--- config.mk ---
export PLATFORM = sky130hd
export DESIGN_NAME = cpu_bus_seq
export DESIGN_NICKNAME = d
export VERILOG_FILES = /design/src/rtl/cpu_bus_seq.sv
export SDC_FILE = /design/constraint.sdc
export NUM_CORES = 1
export LEC_CHECK = 0
export CAP_MARGIN = 20
export CORE_ASPECT_RATIO = 1.4
export CORE_MARGIN = 10
export CORE_UTILIZATION = 42
export CTS_CLUSTER_SIZE = 24
export DETAILED_ROUTE_END_ITERATION = 10
export PLACE_DENSITY = 0.86
export SETUP_SLACK_MARGIN = 0.4
export SYNTH_ARGS = -nofsm -noshare
export SYNTH_HDL_FRONTEND = slang
export SYNTH_SLANG_ARGS = --single-unit
export TNS_END_PERCENT = 30
--- constraint.sdc ---
create_clock -name clk -period 2.2 [get_ports clk]
set_input_delay 0.55 -clock clk [delete_from_list [all_inputs] [get_ports clk]]
set_output_delay 0.55 -clock clk [all_outputs]
set_load 0.03 [all_outputs]
--- src/rtl/cpu_bus_seq.sv ---
// T-state bus sequencer: turns core read/write requests into a four-phase
// (T1..T4) external bus cycle with T3 wait-state insertion and a wait time-out.
module cpu_bus_seq #(
    parameter int MAX_WAIT = 15
) (
    input  logic        clk,
    input  logic        nreset,
    input  logic [15:0] adr,
    input  logic [7:0]  dout,
    input  logic        rd,
    input  logic        wr,
    output logic [7:0]  din,
    output logic [1:0]  tphase,
    output logic        mcyc_start,
    output logic        mcyc_done,
    output logic [15:0] ext_adr,
    output logic [7:0]  ext_dout,
    output logic        ext_oe,
    input  logic [7:0]  ext_din,
    output logic        ext_rd_n,
    output logic        ext_wr_n,
    input  logic        ext_wait,
    output logic        proto_err
);

    localparam logic [7:0] LP_MAX_WAIT = 8'(MAX_WAIT);

    typedef enum logic [1:0] {
        T1 = 2'd0,
        T2 = 2'd1,
        T3 = 2'd2,
        T4 = 2'd3
    } tstate_t;

    tstate_t     r_state;
    tstate_t     w_state_nxt;
    logic        w_hold;
    logic        w_wait_cap;
    logic [7:0]  r_wait_cnt;
    logic        r_rd;
    logic        r_wr;
    logic [15:0] r_adr;
    logic [7:0]  r_dout;
    logic [7:0]  r_din;
    logic        r_proto_err;

    always_comb begin
        w_state_nxt = r_state;
        w_hold      = 1'b0;
        w_wait_cap  = 1'b0;
        case (r_state)
            T1: w_state_nxt = T2;
            T2: w_state_nxt = T3;
            T3: begin
                // Time-out wins over a still-asserted wait request.
                if (r_wait_cnt >= LP_MAX_WAIT) begin
                    w_wait_cap  = 1'b1;
                    w_state_nxt = T4;
                end else if (ext_wait) begin
                    w_hold = 1'b1;
                end else begin
                    w_state_nxt = T4;
                end
            end
            default: w_state_nxt = T1;
        endcase
    end

    always_ff @(posedge clk) begin
        if (!nreset) begin
            r_state     <= T4;
            r_wait_cnt  <= 8'd0;
            r_rd        <= 1'b0;
            r_wr        <= 1'b0;
            r_adr       <= 16'h0000;
            r_dout      <= 8'h00;
            r_din       <= 8'hFF;
            r_proto_err <= 1'b0;
        end else begin
            r_state <= w_state_nxt;
            if (r_state == T4) begin
                // Write beats read when the core asks for both.
                r_rd       <= rd & ~wr;
                r_wr       <= wr;
                r_adr      <= adr;
                r_dout     <= dout;
                r_wait_cnt <= 8'd0;
                if (rd && wr) begin
                    r_proto_err <= 1'b1;
                end
            end
            if (w_hold) begin
                r_wait_cnt <= r_wait_cnt + 8'd1;
            end
            if (w_wait_cap) begin
                r_proto_err <= 1'b1;
            end
            if (r_state == T3 && w_state_nxt == T4 && r_rd) begin
                r_din <= ext_din;
            end
        end
    end

    assign tphase     = r_state;
    assign mcyc_start = (r_state == T1);
    assign mcyc_done  = (r_state == T4);
    assign ext_adr    = r_adr;
    assign ext_dout   = r_dout;
    assign ext_rd_n   = ~(r_rd && (r_state != T4));
    assign ext_wr_n   = ~(r_wr && (r_state == T2 || r_state == T3));
    assign ext_oe     = r_wr && (r_state != T1);
    assign din        = r_din;
    assign proto_err  = r_proto_err;

endmodule

==> flow_summary.yaml <==
critical_path:
  cp_max_fo: 2
  crit_chain: "clkdlybuf4s50_1"
  worst_path_max_delay_cell: "clkdlybuf4s50_1"
  start_kind: "flop"
  criticalPathCategory: "reg -> out"
  end_kind: "output port"
  path_delay_family: "buffers and inverters"
  crit_path_max_incr_delay_ns: 0.69
  path_buf_inv: 1
  crit_arrival_ns: 1.31
  cp.required_ns: 1.65
min_path:
  hold_path.class: "reg -> reg"
pwr:
  irDropWorstVdd_v: 0.000497
  power.density_nw_per_um2: 791
  power.leakage_uw: 0.00125
global_routing:
  grt_max_degree: 34
  grt_pass1_vias: 1525
  grt_pass1_wl_um: 7400
  groute.usage.overall_pct: 11.7
  antenna_found_initial: 0
  grt_overflow_total: 0
yosys:
  synth.largest_area_cell: "dfxtp_1"
  netlist_top_cells_count: "45 x dfxtp_1, 29 x nor2b_1, 25 x mux2i_1"
  avgSynthCellArea_um2: 10.1
  yosys_warnings: 0
  synth_cells: 185
  synth_edf_count: 0
  syn_nets: 226
  synth_top_area_share_pct: 48.3
  ys_seq_area_share_pct: 48.3
  async_reset_ff_share_pct: 0
  synth_ff_type: "dfxtp_1"
  netlist_area_um2: 1860
  synth_most_common_cell: "dfxtp_1"
  synth.area.top_cells: "dfxtp_1 48%, mux2i_1 13%, nor2b_1 9.7%, nand3_1 4.6%, o21ai_0 3.5%"
  ys_ff_latch: 45
  synth_cell_type_count: 34
sta:
  finalSetupTns_ns: 0
  slew-limit-headroom_pct: 65.3
  period_minus_slack_ns: 1.86
  fmax_mhz: 538
  finalCritPeriodShare_pct: 84.5
  hold_viol: 0
  slew_viol_final: 0
  setup_viol: 0
  tightest_slew_ns: 0.518
  fin_skew_ns: 0.00506
  rsz0062_at_grt: "yes"
route:
  drc: 0
  dr.pass1.iters: 4
  ant_nets: 0
  drt_iter0_drc: 72
  wl_per_cell_um: 14.2
  vias: 1544
  drt_wl_total_um: 4600
  viasPerCell: 4.77
floorplanning:
  core_area_um2: 4270
  num_rows: 28
  dieWidth_um: 76.3
  die_h_um: 98.8
  io_pins: 77
  initial_core_util_pct: 43.6
  die-area_um2: 7540
clock_network:
  clk_latency_ns: 0.29
  cts-root-buf: "clkbuf_8"
  cts_buffers: 5
  cts_sinks: 45
  htree_levels: 2
  clock_path_buffers: 2
  cts_tree: "yes"
  clkTransAtPathRegs_ns: 0.08
layout:
  drive_gt1_share_pct: 11.4
  syn2layout_area_growth_pct: 51.5
  fillCellCount: 374
  register_area_um2: 906
  layoutNonFillerInstCount: 324
  multiInputGateArea_um2: 920
  diodes: 0
  nets: 304
placed_design:
  gpl.final_weighted_congestion: 0.751
  dp_cells: 315
  io_buffer_count: 76
  dp_hpwl_um: 3510
flow_run:
  maxCapViolations: 0
run_status:
  status: "completed"
[placed cells by master, fill, tap and decap left out, drive strengths merged, types with 2 or more instances in the layout]
cell type	synthesis	final
nand2	12	12
and3	3	3
nand2b	5	5
dlymetal6s2s	0	10
buf	4	10
dlygate4sd2	0	8
nor2b	29	29
a21boi	2	2
nand3	17	17
nor2	3	3
clkdlybuf4s50	0	53
clkbuf	6	7
mux2i	25	25
or2	2	2
inv	2	2
o21ai	13	13
dfxtp	45	45
ha	4	4
[metrics by stage]
| stage | area [um2] | hold slack (ns) | worst slack, ns | util [%] | power, uW |
|---|---|---|---|---|---|
| floorplan | 1890 | 0.410 | 0.462 | - | 1400 |
| global placement | 2690 | 0.419 | 0.163 | 63.0 | 1640 |
| detailed placement | 2690 | 0.421 | 0.128 | 63.0 | 1650 |
| CTS | 2800 | 0.444 | 0.326 | 65.5 | 2270 |
| global route | 2820 | 0.471 | 0.305 | 66.1 | 2350 |
| finish | 2820 | 0.437 | 0.341 | 66.1 | 2230 |
[power by group]
group	switching, uW	internal [uW]	total, uW
Sequential	36.3	884	921
Combinational	370	316	686
Clock	256	370	626
[area by class of cell]
type,count,share of cell area [%]
Sequential cell,45,32.1
Timing Repair Buffer,81,28.3
Clock buffer,7,3.06
Tap cell,60,2.66
Inverter,2,0.266
Multi-Input combinational cell,128,32.6
Clock inverter,1,1.06
[state kept, by name, indices dropped and copies added, names as in the netlist]
register,cells
ext_adr,16
din,8
ext_dout,8
r_wait_cnt,8
tphase,2
proto_err,1
r_rd,1
r_wr,1
[logic make-up after synthesis]
family	synth area share [%]
AO/OA/AOI/OAI	8.12
adder cells (fa/ha/maj)	2.68
buffers and inverters	3.83
flip-flops	48.3
multiplexers	13.4
AND/OR/NAND/NOR	23.6
[worst reg2reg max path: stages (launching register included)]
cell and delay, ns:
dfxtp_1 0.32, or4_4 0.58, a2111o_1 0.50, nand3_1 0.14, nand3_1 0.08
[routing by layer]
metal | up-vias | share of wire (%) | GRT usage [%]
met5 | - | 0 | 0
met4 | 0 | 1.7 | 3.73
met3 | 7 | 8.5 | 5.45
met2 | 61 | 49 | 19.4
met1 | 685 | 41 | 12.9
li1 | 791 | - | -
[worst paths after layout]
path	cells after the start	slack [ns]	start	endpoint
max	1	0.34	ext_adr[6]$_SDFFE_PN0P_	ext_adr[6]
min	2	0.44	r_wait_cnt[4]$_SDFFE_PN0P_	r_wait_cnt[4]$_SDFFE_PN0P_
max reg2reg	4	0.48	r_wait_cnt[4]$_SDFFE_PN0P_	din[4]$_SDFFE_PN1P_
min reg2reg	2	0.44	r_wait_cnt[4]$_SDFFE_PN0P_	r_wait_cnt[4]$_SDFFE_PN0P_
[what timing repair did]
item | 4_1_cts | 5_1_grt
gates cloned | 0 | 0
setup buffers | 1 | 0
hold buffers | 0 | 0
setup endpoints to repair | 39 | 36
pin swaps | 0 | 0
gates resized for setup | 26 | 10
Power figures use the tool's default switching activity.
